**config.mk**
```make
export PLATFORM = sky130hd
export DESIGN_NAME = datapath_gen_flat
export DESIGN_NICKNAME = d
export VERILOG_FILES = /design/src/rtl/datapath_gen_if.sv /design/src/rtl/datapath_gen.sv /design/src/flat_wrapper.sv
export SDC_FILE = /design/constraint.sdc
export NUM_CORES = 1
export LEC_CHECK = 0
export ABC_AREA = 0
export ABC_CLOCK_PERIOD_IN_PS = 2800
export CAP_MARGIN = 40
export CORE_AREA = 2 2 103 85
export CTS_CLUSTER_SIZE = 30
export DETAILED_ROUTE_END_ITERATION = 7
export DIE_AREA = 0 0 105 87
export PLACE_DENSITY = 0.81
export SKIP_CTS_REPAIR_TIMING = 1
export SLEW_MARGIN = 20
export SYNTH_ARGS = -nofsm -noshare
export SYNTH_HDL_FRONTEND = slang
export SYNTH_SLANG_ARGS = --single-unit
```
**constraint.sdc**
```tcl
create_clock -name clock -period 2.8 [get_ports clock]
set_input_delay 0.7 -clock clock [delete_from_list [all_inputs] [get_ports clock]]
set_output_delay 0.7 -clock clock [all_outputs]
set_load 0.1 [all_outputs]
```
**src/rtl/datapath_gen_if.sv**
```systemverilog
// Decoder/bus side of the generalised accumulator datapath.
// Master drives control strobes and bus values; slave is the datapath.
interface datapath_gen_if #(
  parameter int WIDTH   = 4,
  parameter int RADDR_W = 4
);
  localparam int CNT_W = $clog2(WIDTH + 2);

  logic [WIDTH-1:0]   data;
  logic [WIDTH:0]     alu_result;
  logic [RADDR_W-1:0] operand;
  logic [2:0]         acc_input_sel;
  logic [1:0]         reg_input_sel;
  logic               clear_carry;
  logic               write_carry;
  logic               clear_accumulator;
  logic               write_accumulator;
  logic               write_register;
  logic               write_pair;
  logic [2*WIDTH-1:0] pair_data;
  logic [3:0]         br_cond;
  logic               test;
  logic               rot_start;
  logic               rot_dir;
  logic [CNT_W-1:0]   rot_count;

  logic [WIDTH-1:0]   regval;
  logic [WIDTH-1:0]   acc;
  logic               carry_out;
  logic               take_branch;
  logic               reg_is_zero;
  logic               rot_busy;
  logic               rot_done;

  modport master (
    output data, alu_result, operand,
    output acc_input_sel, reg_input_sel,
    output clear_carry, write_carry,
    output clear_accumulator, write_accumulator,
    output write_register, write_pair, pair_data,
    output br_cond, test,
    output rot_start, rot_dir, rot_count,
    input  regval, acc, carry_out, take_branch,
    input  reg_is_zero, rot_busy, rot_done
  );

  modport slave (
    input  data, alu_result, operand,
    input  acc_input_sel, reg_input_sel,
    input  clear_carry, write_carry,
    input  clear_accumulator, write_accumulator,
    input  write_register, write_pair, pair_data,
    input  br_cond, test,
    input  rot_start, rot_dir, rot_count,
    output regval, acc, carry_out, take_branch,
    output reg_is_zero, rot_busy, rot_done
  );
endinterface

```
**src/rtl/datapath_gen.sv**
```systemverilog
// Accumulator/carry/register-file datapath with rotate-through-carry unit.
// Define DATAPATH_REG_PAIR_EN to enable register-pair writes.
module datapath_gen #(
  parameter int WIDTH    = 4,
  parameter int NUM_REGS = 16,
  parameter int RADDR_W  = 4
) (
  input logic          clock,
  input logic          reset,
  input logic          halt,
  datapath_gen_if.slave bus
);
  localparam int CNT_W = $clog2(WIDTH + 2);

  typedef enum logic [1:0] {
    IDLE,
    SHIFT,
    DONE
  } state_t;

  state_t             state;
  state_t             state_nx;
  logic [CNT_W-1:0]   cnt;
  logic [CNT_W-1:0]   cnt_nx;
  logic               dir;
  logic               dir_nx;
  logic [WIDTH-1:0]   acc_q;
  logic [WIDTH-1:0]   acc_nx;
  logic               carry_q;
  logic               carry_nx;

  logic [WIDTH-1:0]   regs [NUM_REGS];
  logic [WIDTH-1:0]   rd;
  logic               in_range;
  logic [WIDTH-1:0]   acc_in;
  logic               acc_sel_ok;
  logic [WIDTH-1:0]   reg_in;
  logic               reg_sel_ok;
  logic               reg_we;

  assign in_range = int'(bus.operand) < NUM_REGS;
  assign rd       = in_range ? regs[bus.operand] : '0;

  always_comb begin
    acc_in     = '0;
    acc_sel_ok = 1'b1;
    unique case (1'b1)
      bus.acc_input_sel == 3'd0: acc_in = rd;
      bus.acc_input_sel == 3'd1: acc_in = bus.data;
      bus.acc_input_sel == 3'd2: acc_in = bus.alu_result[WIDTH-1:0];
      bus.acc_input_sel == 3'd3: acc_in = WIDTH'(bus.operand);
      bus.acc_input_sel == 3'd4: acc_in = WIDTH'(carry_q);
      default:                   acc_sel_ok = 1'b0;
    endcase
  end

  always_comb begin
    reg_in     = '0;
    reg_sel_ok = 1'b1;
    unique case (1'b1)
      bus.reg_input_sel == 2'd0: reg_in = acc_q;
      bus.reg_input_sel == 2'd1: reg_in = bus.alu_result[WIDTH-1:0];
      bus.reg_input_sel == 2'd2: reg_in = bus.data;
      default:                   reg_sel_ok = 1'b0;
    endcase
  end

  assign reg_we = bus.write_register && reg_sel_ok && in_range;

`ifdef DATAPATH_REG_PAIR_EN
  logic [RADDR_W-1:0] pair_hi;
  logic [RADDR_W-1:0] pair_lo;
  logic               pair_we;

  assign pair_hi = {bus.operand[RADDR_W-1:1], 1'b0};
  assign pair_lo = {bus.operand[RADDR_W-1:1], 1'b1};
  // NUM_REGS is even, so an in-range even index has an in-range partner
  assign pair_we = bus.write_pair && (int'(pair_hi) < NUM_REGS);
`else
  logic unused_pair;
  assign unused_pair = ^{bus.write_pair, bus.pair_data};
`endif

  always_ff @(posedge clock) begin
    if (reset) begin
      for (int i = 0; i < NUM_REGS; i++) regs[i] <= '0;
    end else if (!halt) begin
`ifdef DATAPATH_REG_PAIR_EN
      if (pair_we) begin
        regs[pair_hi] <= bus.pair_data[2*WIDTH-1:WIDTH];
        regs[pair_lo] <= bus.pair_data[WIDTH-1:0];
      end else if (reg_we) begin
        regs[bus.operand] <= reg_in;
      end
`else
      if (reg_we) regs[bus.operand] <= reg_in;
`endif
    end
  end

  always_ff @(posedge clock) begin
    if (reset) begin
      state   <= IDLE;
      cnt     <= '0;
      dir     <= 1'b0;
      acc_q   <= '0;
      carry_q <= 1'b1;
    end else if (!halt) begin
      state   <= state_nx;
      cnt     <= cnt_nx;
      dir     <= dir_nx;
      acc_q   <= acc_nx;
      carry_q <= carry_nx;
    end
  end

  // Outside IDLE the rotator owns acc and carry.
  always_comb begin
    state_nx = state;
    cnt_nx   = cnt;
    dir_nx   = dir;
    acc_nx   = acc_q;
    carry_nx = carry_q;
    unique case (state)
      IDLE: begin
        if (bus.clear_carry) carry_nx = 1'b0;
        else if (bus.write_carry) carry_nx = bus.alu_result[WIDTH];
        if (bus.clear_accumulator) acc_nx = '0;
        else if (bus.write_accumulator && acc_sel_ok) acc_nx = acc_in;
        if (bus.rot_start) begin
          dir_nx   = bus.rot_dir;
          cnt_nx   = bus.rot_count;
          state_nx = (bus.rot_count == '0) ? DONE : SHIFT;
        end
      end
      SHIFT: begin
        if (dir) begin
          carry_nx = acc_q[0];
          acc_nx   = {carry_q, acc_q[WIDTH-1:1]};
        end else begin
          carry_nx = acc_q[WIDTH-1];
          acc_nx   = {acc_q[WIDTH-2:0], carry_q};
        end
        cnt_nx = cnt - CNT_W'(1);
        if (cnt == CNT_W'(1)) state_nx = DONE;
      end
      DONE:    state_nx = IDLE;
      default: state_nx = IDLE;
    endcase
  end

  assign bus.regval      = rd;
  assign bus.acc         = acc_q;
  assign bus.carry_out   = carry_q;
  assign bus.reg_is_zero = (rd == '0);
  assign bus.rot_busy    = (state == SHIFT);
  assign bus.rot_done    = (state == DONE);
  assign bus.take_branch = bus.br_cond[3] ^
                           ((bus.br_cond[0] & bus.test) |
                            (bus.br_cond[1] & carry_q) |
                            (bus.br_cond[2] & (acc_q == '0)));
endmodule

```
**src/flat_wrapper.sv**
```systemverilog
// flat-port wrapper written by rule: the top's interface ports become plain ports
module datapath_gen_flat 
#(
  parameter int WIDTH    = 4,
  parameter int NUM_REGS = 16,
  parameter int RADDR_W  = 4
)
  (clock, reset, halt, bus_data, bus_alu_result, bus_operand, bus_acc_input_sel, bus_reg_input_sel, bus_clear_carry, bus_write_carry, bus_clear_accumulator, bus_write_accumulator, bus_write_register, bus_write_pair, bus_pair_data, bus_br_cond, bus_test, bus_rot_start, bus_rot_dir, bus_rot_count, bus_regval, bus_acc, bus_carry_out, bus_take_branch, bus_reg_is_zero, bus_rot_busy, bus_rot_done);
  datapath_gen_if #(.WIDTH(WIDTH), .RADDR_W(RADDR_W)) bus_i ();
  input logic clock;
  input logic reset;
  input logic halt;
  input wire logic [$bits(bus_i.data)-1:0] bus_data;
  input wire logic [$bits(bus_i.alu_result)-1:0] bus_alu_result;
  input wire logic [$bits(bus_i.operand)-1:0] bus_operand;
  input wire logic [$bits(bus_i.acc_input_sel)-1:0] bus_acc_input_sel;
  input wire logic [$bits(bus_i.reg_input_sel)-1:0] bus_reg_input_sel;
  input wire logic [$bits(bus_i.clear_carry)-1:0] bus_clear_carry;
  input wire logic [$bits(bus_i.write_carry)-1:0] bus_write_carry;
  input wire logic [$bits(bus_i.clear_accumulator)-1:0] bus_clear_accumulator;
  input wire logic [$bits(bus_i.write_accumulator)-1:0] bus_write_accumulator;
  input wire logic [$bits(bus_i.write_register)-1:0] bus_write_register;
  input wire logic [$bits(bus_i.write_pair)-1:0] bus_write_pair;
  input wire logic [$bits(bus_i.pair_data)-1:0] bus_pair_data;
  input wire logic [$bits(bus_i.br_cond)-1:0] bus_br_cond;
  input wire logic [$bits(bus_i.test)-1:0] bus_test;
  input wire logic [$bits(bus_i.rot_start)-1:0] bus_rot_start;
  input wire logic [$bits(bus_i.rot_dir)-1:0] bus_rot_dir;
  input wire logic [$bits(bus_i.rot_count)-1:0] bus_rot_count;
  output wire logic [$bits(bus_i.regval)-1:0] bus_regval;
  output wire logic [$bits(bus_i.acc)-1:0] bus_acc;
  output wire logic [$bits(bus_i.carry_out)-1:0] bus_carry_out;
  output wire logic [$bits(bus_i.take_branch)-1:0] bus_take_branch;
  output wire logic [$bits(bus_i.reg_is_zero)-1:0] bus_reg_is_zero;
  output wire logic [$bits(bus_i.rot_busy)-1:0] bus_rot_busy;
  output wire logic [$bits(bus_i.rot_done)-1:0] bus_rot_done;
  assign bus_i.data = bus_data;
  assign bus_i.alu_result = bus_alu_result;
  assign bus_i.operand = bus_operand;
  assign bus_i.acc_input_sel = bus_acc_input_sel;
  assign bus_i.reg_input_sel = bus_reg_input_sel;
  assign bus_i.clear_carry = bus_clear_carry;
  assign bus_i.write_carry = bus_write_carry;
  assign bus_i.clear_accumulator = bus_clear_accumulator;
  assign bus_i.write_accumulator = bus_write_accumulator;
  assign bus_i.write_register = bus_write_register;
  assign bus_i.write_pair = bus_write_pair;
  assign bus_i.pair_data = bus_pair_data;
  assign bus_i.br_cond = bus_br_cond;
  assign bus_i.test = bus_test;
  assign bus_i.rot_start = bus_rot_start;
  assign bus_i.rot_dir = bus_rot_dir;
  assign bus_i.rot_count = bus_rot_count;
  assign bus_regval = bus_i.regval;
  assign bus_acc = bus_i.acc;
  assign bus_carry_out = bus_i.carry_out;
  assign bus_take_branch = bus_i.take_branch;
  assign bus_reg_is_zero = bus_i.reg_is_zero;
  assign bus_rot_busy = bus_i.rot_busy;
  assign bus_rot_done = bus_i.rot_done;
  datapath_gen #(.WIDTH(WIDTH), .NUM_REGS(NUM_REGS), .RADDR_W(RADDR_W)) u_core (.clock(clock), .reset(reset), .halt(halt), .bus(bus_i));
endmodule
```
==> results of run 1 <==
-- cell type report --
type	count	area share [%]
sequential	75	40.9
timing repair buffer	92	18.4
clock inverter	6	1.55
inverter	4	0.287
clock buffer	9	2.36
multi-input combinational	235	33.9
tap	112	2.67
-- cells by family after synthesis --
family | share of synthesized area [%]
AOI/OAI and AO/OA | 9.88
xor gates and xnor gates | 0.222
adders and majority gates | 0.635
buffers and inverters | 2.54
DFF | 54.4
muxes | 13.6
and+or+nand+nor | 18.7
-- critical path, delay by kind of cell --
kind	cells	cell delay, ns
multiplexers	1	0.52
AO/OA/AOI/OAI	1	0.19
buffers and inverters	5	0.69
AND/OR/NAND/NOR	2	0.34
-- through the flow --
step / cell area, sq um / setup WS, ns / hold slack, ns / TNS [ns]
CTS: 5050 / -0.789 / 0.462 / -3.14
floorplan: 4020 / -0.883 / 0.432 / -0.883
global placement: 4840 / -0.767 / 0.440 / -2.97
finish: 5240 / -0.373 / 0.456 / -0.974
global route: 5240 / -0.451 / 0.485 / -1.25
detailed placement: 4840 / -0.788 / 0.452 / -3.10
-- where the power goes --
| part | leakage, nW | total [W] | internal, W | switching [W] |
|---|---|---|---|---|
| Combinational | 1.06 | 0.000689 | 0.000289 | 0.000400 |
| Clock | 0.103 | 0.000880 | 0.000491 | 0.000390 |
| Sequential | 0.756 | 0.00129 | 0.00125 | 0.0000368 |
| Total | 1.92 | 0.00286 | 0.00203 | 0.000826 |
-- path summary, 6_finish.rpt --
check,from,end,cells past startpoint
max reg2reg,u_core.state[0],u_core.bus.acc[2],5
min reg2reg,u_core.cnt[1],u_core.cnt[1],2
max,bus_operand[0],bus_reg_is_zero,9
min,u_core.cnt[1],u_core.cnt[1],2
-- layer usage --
layer | up-vias | track usage, % | part of all wire [%]
met1 | 1559 | 28.1 | 39
met5 | - | 0 | 0
met2 | 185 | 35.3 | 49
li1 | 1422 | - | -
met4 | 0 | 10.5 | 1.7
met3 | 25 | 4.49 | 9.9
-- synth_stat cells, types with 4 or more instances --
master / instances
a22oi_2: 4
a221oi_1: 4
clkbuf_1: 13
nand2_1: 8
mux2i_1: 5
nor2_1: 82
a22o_1: 4
nand3_1: 7
nor2b_1: 10
dfxtp_1: 11
nor3_1: 5
inv_1: 4
nand2b_1: 18
a22oi_1: 4
edfxtp_1: 64
mux4_2: 13
a211oi_1: 6
a21oi_1: 9
o21ai_0: 4
mux2_2: 10
-- state kept, by name, indices dropped and copies added, names as in the netlist --
signal,count
u_core.bus.acc,4
u_core.bus.carry_out,1
u_core.cnt,3
u_core.dir,1
u_core.regs,64
u_core.state,2
==> results.txt, run 1 <==
status: finished with violations
violated checks: negative setup slack
fill cell count: 634
initial core utilization: 48.1%
Worst Max-Slew Pin Slew: 0.512 ns
initial antenna violation count: 0
P_leak: 1.92 nW
wire length per cell: 19.4 um
maximum VDD drop: 0.296 mV
crit-path cells: buf_8, buf_12, buf_8, mux4_2, a22oi_2, buf_4, nand2_4, nor4_4, buf_12
register area: 0.00214 sq mm
placed insts: 504
Ys Warns: 0
1st-iter DRT viols: 393
max-cap violations: 0
core area: 0.00818 sq mm
cell taking the most area after synthesis: edfxtp_1
final core utilization: 64.0%
crit-path max cell delay: 0.52 ns
Clock Sinks: 75
area grow syn2layout: 33.1%
net count after synthesis: 380
Main synth FF type: edfxtp_1
Final setup viols: 5
CTS tree: done
drt via density: 5.99
Die Width: 105 um
Tmin final: 3.17 ns
PD cells: 546 mW/mm^2
vias in the first global route: 2945
fraction of registers with async set/reset: 0%
Hold Crit Class: flip-flop to flip-flop
io pins: 58
worst setup slack after layout: -0.373 ns
die footprint: 0.00914 sq mm
period utilisation layout: 113%
Mapped Area: 0.00394 sq mm
EDFF count, synth: 64
Max Slew Vio Count: 0
depth of the CTS H-tree: 3
most frequent cells in the layout: 81 x nor2_1, 64 x edfxtp_1, 43 x buf_4
Crit. End Element: output pin
Post-route DRC: 0
largest net degree at the start of global routing: 31
Antenna Nets Post-Route: 0
share of cells above drive strength 1: 28.5%
Via Count: 3191
non-filler cells in the finished layout: 533
FP Rows: 30
Synth Instances: 333
fmax: 315 MHz
CP arrival: 2.47 ns
multi-input logic area: 0.00178 sq mm
global route overflow: 0
final WL: 10300 um
first-pass GRT wire length: 14900 um
Worst-Skew Late Latency: 0.35 ns
dpl hpwl: 6920 um
IO Port Bufs: 48
First-pass DRT Iterations: 5
flops & latches, synth: 75
RD Place Congestion: 0.826
WP data required: 2.10 ns
synth unique cells: 50
Final Skew: 0.00733 ns
synth top area cells: edfxtp_1 49%, nor2_1 7.8%, mux4_2 7.4%
worst reg2reg setup slack: 0.83 ns
Critical Path Source Type: input pin
clk buf depth: 2
CTS Buf Count: 9
final hold violations: 0
commonest non-fill, non-tap cell in the layout: nor2_1
share of the synthesized area in the top cell type: 48.8%
Slew Limit Headroom: 65.4%
crit path kind: input pin to output pin
RSZ-0062 raised after global routing: true
syn_area_per_cell: 11.8 sq um
critical path fanouts, max: 7
Root Driver: clkbuf_8
sequential area share after synthesis: 54.4%
highest-delay cell along the critical path: mux4_2
GRT Util Overall: 21.7%
n_diodes: 0
Die Y: 87 um
total power: 0.00286 W
nets: 464
Clock transition at path regs: 0.07 ns
Note: power is estimated with default switching activity, not from simulation.
==> run 2: changes to the inputs <==
--- a/config.mk
+++ b/config.mk
@@ -14,7 +14,6 @@
 export DIE_AREA = 0 0 105 87
 export PLACE_DENSITY = 0.81
 export SKIP_CTS_REPAIR_TIMING = 1
-export SLEW_MARGIN = 20
 export SYNTH_ARGS = -nofsm -noshare
 export SYNTH_HDL_FRONTEND = slang
 export SYNTH_SLANG_ARGS = --single-unit
==> results of run 2 <==
No change in the layout: final DEF, timing and power equal those of run 1.
==> run 3: changes to the inputs <==
--- a/config.mk
+++ b/config.mk
@@ -8,10 +8,10 @@
 export ABC_AREA = 0
 export ABC_CLOCK_PERIOD_IN_PS = 2800
 export CAP_MARGIN = 40
-export CORE_AREA = 2 2 103 85
+export CORE_AREA = 2 2 83 105
 export CTS_CLUSTER_SIZE = 30
 export DETAILED_ROUTE_END_ITERATION = 7
-export DIE_AREA = 0 0 105 87
+export DIE_AREA = 0 0 85 107
 export PLACE_DENSITY = 0.81
 export SKIP_CTS_REPAIR_TIMING = 1
 export SYNTH_ARGS = -nofsm -noshare
==> results.txt, run 3 (synthesis results as in run 1) <==
CTS Buf Count: 9 (unchanged)
Final setup viols: 3 (-2)
final hold violations: 0 (unchanged)
PD cells: 546 mW/mm^2 (about the same)
Slew Limit Headroom: 62.2% (-3.1 points)
critical path fanouts, max: 6 (-1)
dpl hpwl: 7100 um (+2.6%)
FP Rows: 37 (+23%)
worst setup slack after layout: -0.288 ns (+0.0855 ns)
Antenna Nets Post-Route: 0 (unchanged)
global route overflow: 0 (unchanged)
io pins: 58 (unchanged)
Post-Route M1 WL: 3840 um (-4.9%)
Largest Register: u_core.regs
Critical Path Source Type: input pin
period utilisation layout: 110% (-3.1 points)
vias in the first global route: 3049 (+3.5%)
worst hold slack: 0.467 ns (+0.0103 ns)
status: finished with violations
initial core utilization: 48.6% (+0.48 points)
Clock Sinks: 75 (unchanged)
Placement Setup Slack: -0.783 ns (+0.00534 ns)
RD Place Congestion: 0.919 (+11%)
Via Count: 3103 (-2.8%)
CP arrival: 2.39 ns (-0.08 ns)
share of cells above drive strength 1: 27.9% (-0.65 points)
Post-route DRC: 0 (unchanged)
clock share of power: 30.2% (-0.6 points)
most frequent cells in the layout: 82 x nor2_1, 64 x edfxtp_1, 39 x buf_4
RSZ-0062 raised after global routing: true
top layer in use: met4
GRT Util Overall: 22.6% (+0.92 points)
Root Driver: clkbuf_8
IO Port Bufs: 48 (unchanged)
P_leak: 1.90 nW (-1.1%)
maximum VDD drop: 0.379 mV (+28%)
number of flip-flops in the largest register: 64 (unchanged)
Die Width: 85 um (-19%)
Worst Max-Slew Pin Slew: 0.561 ns (+0.0486 ns)
wire length per cell: 20.3 um (+4.5%)
Clock transition at path regs: 0.08 ns (about the same)
fmax: 324 MHz (+2.8%)
internal power: 0.00196 W (-3.5%)
CP delay by family, top: buffers and inverters
Sw Share: 30.7% (+1.8 points)
violated checks: negative setup slack
met2 wire length: 5570 um (+9.4%)
highest-delay cell along the critical path: mux4_2
fill cell count: 590 (-6.9%)
initial antenna violation count: 0 (unchanged)
critical path buffer and inverter count: 4 (-1)
n_diodes: 0 (unchanged)
commonest non-fill, non-tap cell in the layout: nor2_1
core area: 0.00810 sq mm (-0.99%)
max-cap violations: 0 (unchanged)
CTS tree: done
met3 wire length: 662 um (-35%)
Die Y: 107 um (+23%)
First-pass DRT Iterations: 5 (unchanged)
Flop pwr share: 45.7% (+0.6 points)
Final Skew: 0.00986 ns (+0.00253 ns)
Worst-Skew Late Latency: 0.37 ns (+0.02 ns)
Sw Pwr: 0.000871 W (+5.4%)
crit-path max cell delay: 0.51 ns (about the same)
die footprint: 0.00910 sq mm (-0.44%)
Comb pwr share: 24.1% (about the same)
nets: 462 (-0.43%)
crit path kind: input pin to output pin
first-pass GRT wire length: 15400 um (+3.3%)
clk buf depth: 2 (unchanged)
Tmin final: 3.09 ns (-0.0855 ns)
area grow syn2layout: 31.7%
final WL: 10500 um (+1.3%)
drt via density: 6.00 (+0.25%)
Hold Crit Class: flip-flop to flip-flop
1st-iter DRT viols: 240 (-39%)
Crit. End Element: output pin
final core utilization: 64.0% (about the same)
depth of the CTS H-tree: 3 (unchanged)
WP data required: 2.10 ns (about the same)
largest net degree at the start of global routing: 28 (-9.7%)
cell mode on critical path: buf_12
Max Slew Vio Count: 0 (unchanged)
crit-path cells: buf_12, buf_12, buf_4, mux4_2, a22oi_2, nand2_4, nor4_4, buf_12
run 3: changes by cell type in the layout (fill, tap and decap cells not counted), sizes merged:
cell | previous run | this run
clkinvlp | 1 | 0
clkinv | 3 | 4
clkbuf | 11 | 13
buf | 56 | 53
bufinv | 2 | 1
dlymetal6s2s | 3 | 2
inv | 4 | 6
run 3: worst reg2reg max path, cell delays in order (launching register included):
cell      delay, ns
dfxtp_1        0.60
nor2b_1        0.33
buf_4          0.25
a211oi_1       0.08
a221oi_1       0.40
a211oi_1       0.12
run 3: path summary, 6_finish.rpt:
path	endpoint	startpoint	cells after the start	slack, ns
worst max-delay path	bus_reg_is_zero	bus_operand[0]	8	-0.29
worst min-delay path	u_core.cnt[1]	u_core.cnt[1]	2	0.47
worst max register to register	u_core.bus.acc[0]	u_core.state[0]	5	0.91
worst min register to register	u_core.cnt[1]	u_core.cnt[1]	2	0.47
run 3: layout make-up:
class                           count  area, sq um  share of cell area [%]
Clock buffer                        9          124                    2.39
Inverter                            4         15.0                   0.289
Tap cell                           97          121                    2.34
Timing Repair Buffer               90          953                    18.4
Clock inverter                      7         76.3                    1.47
Sequential cell                    75         2140                    41.3
Multi-Input combinational cell    235         1760                    33.8
run 3: power by group through the flow:
| stage | sequential [W] | clock (W) | combinational, W |
|---|---|---|---|
| 2_1_floorplan | 0.00135 | 0 | 0.000363 |
| 3_3_place_gp | 0.00131 | 0 | 0.000634 |
| 3_5_place_dp | 0.00132 | 0 | 0.000647 |
| 4_1_cts | 0.00129 | 0.000870 | 0.000650 |
| 5_1_grt | 0.00130 | 0.000894 | 0.000721 |
| 6_report | 0.00129 | 0.000856 | 0.000684 |
run 3: metal layers:
layer | global-route usage (%) | vias up
li1 | - | 1408
met1 | 24.8 | 1521
met2 | 40.0 | 147
met3 | 4.77 | 27
met4 | 12.8 | 0
met5 | 0 | -
run 3: per-stage QoR:
| stage | cells | power (W) | cell area (sq um) | setup TNS, ns |
|---|---|---|---|---|
| after global routing | 517 | 0.00291 | 5190 | -0.824 |
| final | 517 | 0.00283 | 5190 | -0.588 |
| after global placement | 491 | 0.00195 | 4840 | -2.78 |
| after CTS | 507 | 0.00281 | 5040 | -3.04 |
| after floorplan | 333 | 0.00171 | 4020 | -0.883 |
| after detailed placement | 491 | 0.00196 | 4840 | -3.84 |
